$ cat config.mk
export PLATFORM = sky130hd
export DESIGN_NAME = mem_access_unit
export DESIGN_NICKNAME = d
export VERILOG_FILES = /design/src/rtl/rv32i_types.sv /design/src/rtl/mem_align.sv /design/src/rtl/mem_access_unit.sv
export SDC_FILE = /design/constraint.sdc
export NUM_CORES = 1
export LEC_CHECK = 0
export ABC_AREA = 1
export BUFFER_PORTS_ARGS = -buffer_cell sky130_fd_sc_hd__buf_2
export CAP_MARGIN = 10
export CORE_ASPECT_RATIO = 1.4
export CORE_UTILIZATION = 48
export DETAILED_ROUTE_END_ITERATION = 10
export PLACE_DENSITY = 0.73
export SYNTH_ARGS = -nofsm -noshare
export SYNTH_HDL_FRONTEND = slang
export SYNTH_SLANG_ARGS = --single-unit
export TNS_END_PERCENT = 1
$ cat constraint.sdc
create_clock -name clk -period 3.12 [get_ports clk]
set_input_delay 0.312 -clock clk [delete_from_list [all_inputs] [get_ports clk]]
set_output_delay 0.312 -clock clk [all_outputs]
set_load 0.005 [all_outputs]
$ cat src/rtl/rv32i_types.sv
// Shared rv32i types for the MEM stage: load/store funct3 encodings and the
// data-memory access FSM state.
package rv32i_types;

   typedef enum logic [2:0] {
      lb  = 3'b000,
      lh  = 3'b001,
      lw  = 3'b010,
      lbu = 3'b100,
      lhu = 3'b101
   } load_funct3_t;

   typedef enum logic [2:0] {
      sb = 3'b000,
      sh = 3'b001,
      sw = 3'b010
   } store_funct3_t;

   typedef enum logic [1:0] {
      IDLE = 2'd0,
      WAIT = 2'd1,
      DONE = 2'd2
   } mem_access_state_t;

endpackage

$ cat src/rtl/mem_align.sv
// Combinational lane logic: store data/byte-enable alignment, legality check,
// and load byte-lane extraction with sign/zero extension.
module mem_align
   import rv32i_types::*;
(
   input  logic        req_read_i,
   input  logic        req_write_i,
   input  logic [2:0]  req_funct3_i,
   input  logic [1:0]  req_off_i,
   input  logic [31:0] req_wdata_i,
   output logic [31:0] req_wdata_o,
   output logic [3:0]  req_mbe_o,
   output logic        req_fault_o,
   input  logic [2:0]  rsp_funct3_i,
   input  logic [1:0]  rsp_off_i,
   input  logic [31:0] rsp_rdata_i,
   output logic [31:0] rsp_data_o
);

   logic [31:0] rsp_shifted;

   always_comb begin
      req_wdata_o = req_wdata_i << {req_off_i, 3'b000};
      req_mbe_o   = 4'b1111;
      req_fault_o = 1'b0;
      if (req_read_i && req_write_i) begin
         req_fault_o = 1'b1;
      end else if (req_read_i) begin
         case (load_funct3_t'(req_funct3_i))
            lb, lbu: req_fault_o = 1'b0;
            lh, lhu: req_fault_o = req_off_i[0];
            lw:      req_fault_o = |req_off_i;
            default: req_fault_o = 1'b1;
         endcase
      end else if (req_write_i) begin
         case (store_funct3_t'(req_funct3_i))
            sb: req_mbe_o = 4'b0001 << req_off_i;
            sh: begin
               req_mbe_o   = 4'b0011 << req_off_i;
               req_fault_o = req_off_i[0];
            end
            sw:      req_fault_o = |req_off_i;
            default: req_fault_o = 1'b1;
         endcase
      end
   end

   always_comb begin
      rsp_shifted = rsp_rdata_i >> {rsp_off_i, 3'b000};
      case (load_funct3_t'(rsp_funct3_i))
         lb:      rsp_data_o = {{24{rsp_shifted[7]}}, rsp_shifted[7:0]};
         lh:      rsp_data_o = {{16{rsp_shifted[15]}}, rsp_shifted[15:0]};
         lbu:     rsp_data_o = {24'd0, rsp_shifted[7:0]};
         lhu:     rsp_data_o = {16'd0, rsp_shifted[15:0]};
         default: rsp_data_o = rsp_shifted;
      endcase
   end

endmodule

$ cat src/rtl/mem_access_unit.sv
// MEM-stage data-memory access controller: issues one cache request per live
// load/store, stalls the pipeline until the response, then pulses done_o.
module mem_access_unit
   import rv32i_types::*;
#(
   parameter int unsigned width = 32
) (
   input  logic             clk,
   input  logic             rst,
   input  logic             mem_valid_i,
   input  logic             mem_read_i,
   input  logic             mem_write_i,
   input  logic [2:0]       mem_funct3_i,
   input  logic [width-1:0] mem_addr_i,
   input  logic [width-1:0] mem_wdata_i,
   input  logic [width-1:0] dmem_rdata_i,
   input  logic             dmem_resp_i,
   output logic             dmem_read_o,
   output logic             dmem_write_o,
   output logic [width-1:0] dmem_address_o,
   output logic [width-1:0] dmem_wdata_o,
   output logic [3:0]       dmem_mbe_o,
   output logic [width-1:0] load_data_o,
   output logic             done_o,
   output logic             stall_o,
   output logic             fault_o,
   output logic [31:0]      stall_cycles_o
);

   mem_access_state_t state_q;
   logic              read_q, write_q;
   logic [width-1:0]  addr_q, wdata_q, load_data_q;
   logic [3:0]        mbe_q;
   logic [2:0]        funct3_q;
   logic [1:0]        off_q;
   logic [31:0]       stall_cnt_q, stall_cnt_d;

   logic              mem_op, start;
   logic [31:0]       align_wdata, align_load;
   logic [3:0]        align_mbe;
   logic              align_fault;

   mem_align u_align (
      .req_read_i   (mem_read_i),
      .req_write_i  (mem_write_i),
      .req_funct3_i (mem_funct3_i),
      .req_off_i    (mem_addr_i[1:0]),
      .req_wdata_i  (mem_wdata_i),
      .req_wdata_o  (align_wdata),
      .req_mbe_o    (align_mbe),
      .req_fault_o  (align_fault),
      .rsp_funct3_i (funct3_q),
      .rsp_off_i    (off_q),
      .rsp_rdata_i  (dmem_rdata_i),
      .rsp_data_o   (align_load)
   );

   // Faults and starts are only recognised in IDLE; WAIT/DONE use the registered copy.
   always_comb begin
      mem_op      = mem_valid_i & (mem_read_i | mem_write_i);
      start       = (state_q == IDLE) && mem_op && !align_fault;
      fault_o     = (state_q == IDLE) && mem_op && align_fault;
      stall_o     = start || (state_q == WAIT);
      done_o      = (state_q == DONE);
      stall_cnt_d = stall_o ? stall_cnt_q + 32'd1 : stall_cnt_q;
   end

   always_ff @(posedge clk or negedge rst) begin
      if (!rst) begin
         state_q     <= IDLE;
         read_q      <= 1'b0;
         write_q     <= 1'b0;
         addr_q      <= '0;
         wdata_q     <= '0;
         mbe_q       <= 4'b0000;
         funct3_q    <= 3'b000;
         off_q       <= 2'b00;
         load_data_q <= '0;
         stall_cnt_q <= 32'd0;
      end else begin
         stall_cnt_q <= stall_cnt_d;
         case (state_q)
            IDLE: begin
               if (start) begin
                  read_q   <= mem_read_i;
                  write_q  <= mem_write_i;
                  addr_q   <= {mem_addr_i[width-1:2], 2'b00};
                  wdata_q  <= align_wdata;
                  mbe_q    <= align_mbe;
                  funct3_q <= mem_funct3_i;
                  off_q    <= mem_addr_i[1:0];
                  state_q  <= WAIT;
               end
            end
            WAIT: begin
               if (dmem_resp_i) begin
                  if (read_q) load_data_q <= align_load;
                  read_q  <= 1'b0;
                  write_q <= 1'b0;
                  state_q <= DONE;
               end
            end
            DONE:    state_q <= IDLE;
            default: state_q <= IDLE;
         endcase
      end
   end

   assign dmem_read_o    = read_q;
   assign dmem_write_o   = write_q;
   assign dmem_address_o = addr_q;
   assign dmem_wdata_o   = wdata_q;
   assign dmem_mbe_o     = mbe_q;
   assign load_data_o    = load_data_q;
   assign stall_cycles_o = stall_cnt_q;

endmodule

Word-level counts from Yosys, hierarchy flattened
Cells that the tools add are included.
{"block": "op_classes", "add_sub_neg": 1, "n_mul": 0, "n_div": 0, "n_lt_le_gt_ge": 0, "eq_ne": 11, "shift": 4, "muxes": 18, "bitwise": 2, "reduce_logical": 17}
{"operator": "case mux 32 bit (4 select lines)", "count": 1}
{"operator": "adder 32 x 1 -> 32 bit, second input constant", "count": 1}
{"operator": "<< shifter 32 x 5 -> 32 bit", "count": 1}
{"operator": "right shift 32 x 5 -> 32 bit", "count": 1}
{"operator": "== test 3 bit, second input constant", "count": 4}
{"operator": "two-way mux 4 bit", "count": 3}
{"operator": "case mux 4 bit (2 select lines)", "count": 1}
{"operator": "== test 3 x 1 -> 1 bit, second input constant", "count": 2}
{"operator": "zero test 3 bit", "count": 2}
{"operator": "two-way mux 1 bit", "count": 6}
{"operator": "case mux 1 bit (3 select lines)", "count": 2}
{"operator": "AND reduction 3 bit", "count": 2}
{"operator": "OR reduction 2 bit", "count": 3}
{"operator": "logical AND 1 bit", "count": 4}
{"operator": "two-way mux 2 bit", "count": 2}
{"operator": "!= test 2 bit, second input constant", "count": 2}
{"operator": "case mux 1 bit (2 select lines)", "count": 2}
{"operator": "case mux 2 bit (2 select lines)", "count": 1}
{"operator": "AND reduction 2 bit", "count": 2}
{"operator": "<< shifter 1 x 2 -> 4 bit, first input constant", "count": 1}
{"operator": "<< shifter 2 x 2 -> 4 bit, first input constant", "count": 1}
{"operator": "== test 3 x 2 -> 1 bit, second input constant", "count": 1}
{"operator": "== test 2 x 1 -> 1 bit, second input constant", "count": 1}
{"operator": "== test 2 bit, second input constant", "count": 1}
{"operator": "6 further kinds", "count": 6}
{"block": "word_totals", "reg_bits": 139, "latchBits": 0, "mem_bits_rw": 0, "mem_bits_ro": 0, "input_bits": 105, "out_inout_bits": 137, "mem_count": 0}

Logic depth before layout (Yosys ltp)
Gate-level depths: netlist of run 1.
{"block": "depth", "ltp_word": 9, "depth_mapped": 10}

Hierarchy
From an unflattened synthesis of run 1, not the netlist that was laid out.
{"block": "unflattened", "hier_cells": 1027, "area_unflattened_um2": 7432.1}
{"module": "mem_access_unit", "n_inst": 1, "cells_each": 746, "area_per_inst_um2": 6020.8, "seq_area_each_um2": 3478.3}
{"module": "mem_align", "n_inst": 1, "cells_each": 281, "area_per_inst_um2": 1411.4, "seq_area_each_um2": 0.0}

Least setup slack after synthesis of run 1
No wires, ideal clock.
{"block": "synth_timing", "kind": "register to output", "startpoint": "register state_q[0]", "endpoint": "output port stall_o", "arrival_ns": 1.135, "required_time_ns": 2.808, "path_slack_ns": 1.673, "path_stages_with_launch": 5, "cell_sequence": "dfrtp_1 nor3_2 nand3_4 nand2_2 buf_2"}
{"block": "synth_between", "elab_chain_cells": 4}
{"element": "start: declaration", "line_no": "mem_access_unit.sv:30", "source": "mem_access_state_t state_q;"}
{"element": "start signal: assignment", "line_no": "mem_access_unit.sv:70", "source": "state_q <= IDLE;"}
{"element": "start signal: assignment", "line_no": "mem_access_unit.sv:92", "source": "state_q <= WAIT;"}
{"element": "start signal: assignment", "line_no": "mem_access_unit.sv:100", "source": "state_q <= DONE;"}
{"element": "zero test 2 bit", "line_no": "mem_access_unit.sv:61", "source": "start = (state_q == IDLE) && mem_op && !align_fault;"}
{"element": "logical AND 1 bit (2 in a row)", "line_no": "mem_access_unit.sv:61"}
{"element": "logical OR 1 bit *", "line_no": "mem_access_unit.sv:63", "source": "stall_o = start || (state_q == WAIT);"}
{"element": "end: declaration", "line_no": "mem_access_unit.sv:25", "source": "output logic stall_o,"}
Mark *: on every way between the ends. The rest lies on a longest branch, timed or not.

Worst setup path in the final report of run 1
Ends and elaborated chain as after synthesis.

==> out/qor.yml, run 1 <==
status: "finished, final reports clean"
grt_usage_pct: 26.4
drt_pre_antenna_iters: 5
fmax_mhz: 442
max_cap_violations: 0
place_area_mm2: 0.00875
worstSetupPathType: "reg -> out"
crit_path_start_kind: "flop"
path_clk_slew_ps: 60
cpMaxStageDelayCell: "nand3_4"
cp_max_fo: 38
fin_cells: 1455
syn_area_per_cell_um2: 7.31
pwr-share-comb_pct: 28.8
rows: 53
worstSkewPairLatency_ps: 420
crit_required_ps: 2810
num_vias: 7301
internal_power_mw: 4.13
antenna_left: 0
port_buffers: 239
fin_crit_sh_pct: 72.5
drc: 0
grt_overflow_total: 0
setup_ws_ps: 858
grt_pass1_wl_mm: 33.2
design_area_mm2: 0.00931
die_x_um: 108
yosys.area.top_type: "dfrtp_1"
finalSetupViolations: 0
grt_pass1_vias: 6836
p_clk_share_pct: 29.4
post-route-util_pct: 61.3
synth_seq_cells: 139
routed_wl_mm: 20.4
ys_types: 33
drtIter0Drc: 544
syn_inst: 1030
tightest_slew_ps: 831
gp_congestion: 0.912
io_pins: 242
cts.sink_count: 139
skew_ps: 9.99
die_y_um: 150
drv_slew: 0
start_util_pct: 49.6
post_cts_buffers: 0
die-area_mm2: 0.0162
fillCellCount: 1436
crit_arrival_ps: 1950
fin_crit_ps: 2260
synth_warnings: 0
relSlewSlack_pct: 44.5
synth_seq_area_share_pct: 46.2
max_stage_delay_ps: 440
rsz0062_at_grt: "false"
grt_start_max_net_pins: 97
place_ws_ps: 970
p_leak_nw: 5.08
via_per_inst: 5.02
p_sw_mw: 2.21
dp.final_hpwl_mm: 15.0
powerDensity_mw_per_mm2: 681
synth.area.top_cells: "dfrtp_1 (46%), nand2_1 (18%), o21ai_0 (6.5%)"
end_kind: "output port"
antenna_found_initial: 3
p_seq_share_pct: 41.8
cts.htree.levels: 4
synth_area_mm2: 0.00753
clock_path_buffers: 2
cts-root-buf: "clkbuf_16"
nNetsFinal: 1353
syn2layout_area_growth_pct: 23.6
critical_path.top_delay_family: "simple AND/OR/NAND/NOR gates"
core_area_mm2: 0.0152
cts_tree: "yes"
min_path_type: "in -> reg"
crit_chain: "nor3_2, nand3_4, nand2_2, buf_2"
path_buf_inv: 1
hold_viol_final: 0
fin_setup_tns_ps: 0
cts_made_buffers: 17
ir_drop_mv: 0.468
wire_per_inst_um: 14.1
dp.cells: 1419
switching_share_pct: 34.9
drive_gt1_share_pct: 23.7
yosys.area.top_type_share_pct: 46.2
[routing by layer]
metal	share of wire, %	track usage [%]	vias up
li1	-	-	3716
met1	41	32.3	3288
met2	50	43.9	257
met3	6.0	6.58	40
met4	2.9	11.5	0
met5	0	0	-
[kinds of logic after synthesis]
kind of cell	share of synthesized area, %
other	0.0498
adder cells (fa/ha/maj)	0.166
buffers and inverters	10.2
AND/OR/NAND/NOR	28.2
AO/OA/AOI/OAI	13.5
XOR/XNOR	1.74
flip-flops	46.2
[synthesized netlist by cell type]
| master | n |
|---|---|
| nand3_2 | 1 |
| clkbuf_1 | 16 |
| o21ai_0 | 98 |
| ha_1 | 1 |
| inv_2 | 1 |
| buf_1 | 3 |
| a21oi_1 | 14 |
| nand4_1 | 3 |
| inv_1 | 114 |
| buf_4 | 10 |
| conb_1 | 1 |
| or2_2 | 5 |
| nor2_1 | 69 |
| nand3_1 | 73 |
| o211ai_1 | 22 |
| nand2_2 | 4 |
| nand3_4 | 1 |
| nor2_2 | 1 |
| o21ai_1 | 26 |
| nand2_1 | 356 |
| clkinv_2 | 1 |
| buf_6 | 10 |
| o22ai_1 | 16 |
| nor2_4 | 1 |
| xnor2_1 | 5 |
| a21boi_0 | 1 |
| nor3_1 | 6 |
| buf_2 | 15 |
| nor3_2 | 1 |
| a32oi_1 | 5 |
| o21bai_1 | 1 |
| dfrtp_1 | 139 |
| xor2_1 | 10 |
[worst reg2reg max path: cells and delay by family (launching register included)]
kind | cells | cell delay (ps)
flip-flops | 1 | 410
AND/OR/NAND/NOR | 5 | 1180
buffers and inverters | 1 | 350
[metrics by stage]
| stage | total power, mW | hold WS, ps |
|---|---|---|
| global route | 6.79 | 102 |
| floorplan | 3.64 | 16.4 |
| CTS | 6.40 | 105 |
| finish | 6.34 | 118 |
| global placement | 4.47 | 383 |
| detailed placement | 4.52 | 392 |
[sequential cells by signal (all words and copies together) (netlist names)]
| name | flops |
|---|---|
| funct3_q | 3 |
| state_q | 2 |
| stall_cycles_o | 32 |
| dmem_mbe_o | 4 |
| dmem_write_o | 1 |
| dmem_read_o | 1 |
| load_data_o | 32 |
| dmem_address_o | 30 |
| off_q | 2 |
| dmem_wdata_o | 32 |
[power groups by stage]
stage	combinational (mW)	sequential [mW]	clock (mW)
2_1_floorplan	0.974	2.67	0
3_5_place_dp	1.84	2.67	0
6_report	1.82	2.65	1.87
5_1_grt	2.09	2.72	1.98
4_1_cts	1.85	2.65	1.90
3_3_place_gp	1.80	2.67	0
[placed cells by master, fill, tap and decap left out, types with 3 or more instances in the layout]
| cell type | instances |
|---|---|
| diode_2 | 3 |
| a21oi_1 | 14 |
| nand4_1 | 3 |
| clkinvlp_4 | 4 |
| dfrtp_1 | 139 |
| o211ai_1 | 22 |
| clkinv_2 | 4 |
| a32oi_1 | 5 |
| buf_2 | 238 |
| o21ai_1 | 26 |
| inv_6 | 5 |
| nand2_2 | 4 |
| xor2_1 | 10 |
| nor2_1 | 69 |
| clkbuf_16 | 17 |
| inv_1 | 114 |
| xnor2_1 | 5 |
| nand2_1 | 356 |
| buf_4 | 9 |
| or2_2 | 5 |
| clkinv_4 | 3 |
| o22ai_1 | 16 |
| nand3_1 | 73 |
| o21ai_0 | 98 |
| nor3_1 | 6 |
[timing repair]
item                      CTS  global route
gates resized for setup     0             0
hold buffers                1             0
hold endpoints to repair   73             0
[worst paths after layout]
check / startpoint / end / slack, ps / cells past startpoint
min in group asynchronous: rst / load_data_o[18] / 470 / 2
max reg2reg: state_q[0] / stall_cycles_o[11] / 1120 / 6
min reg2reg: dmem_wdata_o[26] / dmem_wdata_o[26] / 480 / 2
min: mem_addr_i[28] / dmem_address_o[28] / 120 / 3
max in group asynchronous: rst / stall_cycles_o[11] / 1870 / 3
max: state_q[0] / stall_o / 860 / 4
[cell type report]
class	instances	area, um^2	share of cell area (%)
well taps	192	240	2.58
clock buffers	17	425	4.57
multi-input cells	722	3290	35.3
repair buffers	251	1320	14.2
clock inverters	15	115	1.24
flip-flops and latches	139	3480	37.4
inverters	116	437	4.69
diodes	3	7.51	0.0806
Note: power is estimated with default switching activity, not from simulation.
==> run 2: changes to the inputs <==
Settings changed: ABC_AREA 1 to 0, PLACE_DENSITY 0.73 to 0.75.
Clock period 3.12 ns to 2.3 ns, I/O delays scaled along.
==> out/qor.yml, run 2 <==
place_area_mm2: 0.00804  # was 0.00875 mm^2
fin_crit_ps: 1940
fin_crit_sh_pct: 84.3
max_stage_delay_ps: 400  # was 440 ps
min_from: "mem_addr_i[28]"  # unchanged
worstSetupPathType: "reg -> out"  # unchanged
fin_setup_tns_ps: 0  # unchanged
ir_drop_mv: 0.479  # was 0.468 mV
total_power_mw: 8.21  # was 6.34 mW
crit_path_start_kind: "flop"  # unchanged
rsz0062_at_grt: "false"  # unchanged
p_leak_nw: 4.61  # was 5.08 nW
antenna_left: 0  # unchanged
wire_per_inst_um: 15.0  # was 14.1 um
synth_area_mm2: 0.00659  # was 0.00753 mm^2
path_clk_slew_ps: 60  # about the same
yosys.area.top_type: "dfrtp_1"  # unchanged
max_cap_violations: 0  # unchanged
clock_path_buffers: 2  # unchanged
status: "finished, final reports clean"  # unchanged
crit_arrival_ps: 1710  # was 1950 ps
r2r-start: "stall_cycles_o[5]"  # was state_q[0]
antenna_found_initial: 1  # was 3
post_cts_buffers: 0  # unchanged
r2r_slack_ps: 410  # was 1120 ps
min_to: "dmem_address_o[28]"  # unchanged
finalSetupViolations: 0  # unchanged
synthTopCellsByCount: "nand2_1 (218), dfrtp_1 (139), nor2_1 (44), mux2i_1 (32)"  # was nand2_1 (356), dfrtp_1 (139), inv_1 (114), o21ai_0 (98), nand3_1 (73)
yosys.area.top_type_share_pct: 52.8  # was 46.2%
fillCellCount: 1218  # was 1436
drtIter0Drc: 186  # was 544
drive_gt1_share_pct: 32.2  # was 23.7%
reg2reg_depth: 5  # was 6
synth_warnings: 0  # unchanged
core_area_mm2: 0.0134  # was 0.0152 mm^2
drt_pre_antenna_iters: 4  # was 5
ys_types: 49  # was 33
ys_async_sr_fraction_pct: 100  # unchanged
skew_ps: 10.9  # was 9.99 ps
postCtsResizedCells: 0  # unchanged
regToRegEndpoint: "stall_cycles_o[26]"  # was stall_cycles_o[11]
worstSkewPairLatency_ps: 410  # was 420 ps
grt_start_max_net_pins: 59  # was 97
cts-root-buf: "clkbuf_16"  # unchanged
hold_ws_ps: 13.7  # was 118 ps
drc: 0  # unchanged
cts_tree: "yes"  # unchanged
die-area_mm2: 0.0142  # was 0.0162 mm^2
fmax_mhz: 516
grt_overflow_total: 0  # unchanged
cp_max_fo: 12  # was 38
rows: 50  # was 53
min_path_type: "in -> reg"  # unchanged
io_pins: 242  # unchanged
relSlewSlack_pct: 58.9  # was 44.5%
cts_made_buffers: 17  # unchanged
synth_most_common_cell: "nand2_1"  # unchanged
dp.final_hpwl_mm: 12.6  # was 15.0 mm
grt_pass1_vias: 5686  # was 6836
syn_area_per_cell_um2: 9.29  # was 7.31 um^2
routed_wl_mm: 17.4  # was 20.4 mm
synth_seq_cells: 139  # unchanged
syn2layout_area_growth_pct: 33.5  # was 23.6%
layout_commonest_cell: "buf_2"  # was nand2_1
final_cell_mix: "buf_2 (238), nand2_1 (217), dfrtp_1 (139)"  # was nand2_1 (356), buf_2 (238), dfrtp_1 (139)
synth-edff-count: 0  # unchanged
grt_usage_pct: 25.3  # was 26.4%
num_vias: 5921  # was 7301
place_ws_ps: 319  # was 970 ps
cts.htree.levels: 4  # unchanged
die_x_um: 101  # was 108 um
powerDensity_mw_per_mm2: 934  # was 681 mW/mm^2
die_y_um: 141  # was 150 um
synth_seq_area_share_pct: 52.8  # was 46.2%
design_area_mm2: 0.00879  # was 0.00931 mm^2
grt_pass1_wl_mm: 28.0  # was 33.2 mm
hold_viol_final: 0  # unchanged
end_kind: "output port"  # unchanged
gp_congestion: 0.831  # was 0.912
drv_slew: 0  # unchanged
worst_hold_path.num_cells: 3  # unchanged
crit_chain: "nor2_1, o211ai_1, o21ai_1, buf_4, buf_2"  # was nor3_2, nand3_4, nand2_2, buf_2
port_buffers: 239  # unchanged
via_per_inst: 5.11  # was 5.02
nNetsFinal: 1068  # was 1353
tightest_slew_ps: 615  # was 831 ps
synth.area.top_cells: "dfrtp_1 (53%), nand2_1 (12%), mux2i_1 (4.9%)"  # was dfrtp_1 (46%), nand2_1 (18%), o21ai_0 (6.5%)
setup_ws_ps: 361  # was 858 ps
ys.flop_type: "dfrtp_1"  # unchanged
crit_required_ps: 2070  # was 2810 ps
start_util_pct: 49.2  # was 49.6%
syn_inst: 709  # was 1030
cpMaxStageDelayCell: "dfrtp_1"  # was nand3_4
cts.sink_count: 139  # unchanged
==> run 2: cell count changes after synthesis, sizes merged, moves of 23 or more <==
cell and change:
inv -105, nand2 -142, o21ai -102, mux2i +32, buf -23, nor2 -27, nand3 -54
==> run 2: cell families (layout without fill, tap and decap cells) <==
logic type / after synthesis / after routing / synth area share, %
AO/OA/AOI/OAI: 102 / 102 / 10.3
XOR/XNOR: 31 / 31 / 4.12
adder cells (fa/ha/maj): 1 / 1 / 0.190
buffers and inverters: 52 / 317 / 3.29
flip-flops: 139 / 139 / 52.8
multiplexers: 41 / 41 / 6.40
other: 1 / 3 / 0.0569
AND/OR/NAND/NOR: 342 / 342 / 22.9
==> run 2: worst max-delay path by stage <==
stage | start | depth (start not counted) | slack, ps | end
finish | state_q[0] | 5 | 360 | stall_o
global route | state_q[0] | 5 | 230 | stall_o
CTS | state_q[0] | 5 | 340 | stall_o
detailed placement | mem_addr_i[1] | 7 | 320 | stall_cycles_o[11]
global placement | mem_addr_i[1] | 7 | 380 | stall_cycles_o[27]
floorplan | stall_cycles_o[0] | 7 | 470 | stall_cycles_o[16]
==> run 2: layout make-up <==
cell class	instances	area, um^2	area share (%)
Clock buffer	18	439	5.00
Tap cell	182	228	2.59
Clock inverter	14	136	1.55
Timing Repair Buffer	275	1570	17.8
Inverter	10	37.5	0.427
Sequential cell	139	3480	39.6
Multi-Input combinational cell	519	2910	33.0
Antenna cell	1	2.50	0.0285
==> run 2: power breakdown <==
| group | total [mW] | switching, mW | internal (mW) |
|---|---|---|---|
| Sequential | 3.46 | 0.389 | 3.07 |
| Combinational | 2.11 | 1.07 | 1.05 |
| Clock | 2.63 | 1.10 | 1.54 |
| Total | 8.21 | 2.55 | 5.66 |
==> run 2: worst max-delay path: cells and delay by family, from the launching register on <==
kind,cells,cell delay [ps]
buffers and inverters,2,360
DFF,1,400
AOI/OAI and AO/OA,2,380
and+or+nand+nor,1,160
==> run 2: per-stage QoR <==
| stage | std cells | utilization, % |
|---|---|---|
| floorplan | 710 | - |
| global placement | 1108 | 60.1 |
| detailed placement | 1108 | 60.1 |
| CTS | 1157 | 65.7 |
| global route | 1158 | 65.7 |
| finish | 1158 | 65.7 |
==> run 2: timing repair <==
item                                    CTS  global route
hold buffers                             17             0
endpoints found under the hold margin    69             0
endpoints found under the setup margin    0             0
==> run 2: routing by layer <==
metal	up-vias	GRT usage, %	wire length, um
li1	2898	-	-
met1	2778	30.1	7110
met2	214	43.2	8690
met3	31	6.25	1060
met4	0	10.5	495
met5	-	0	0
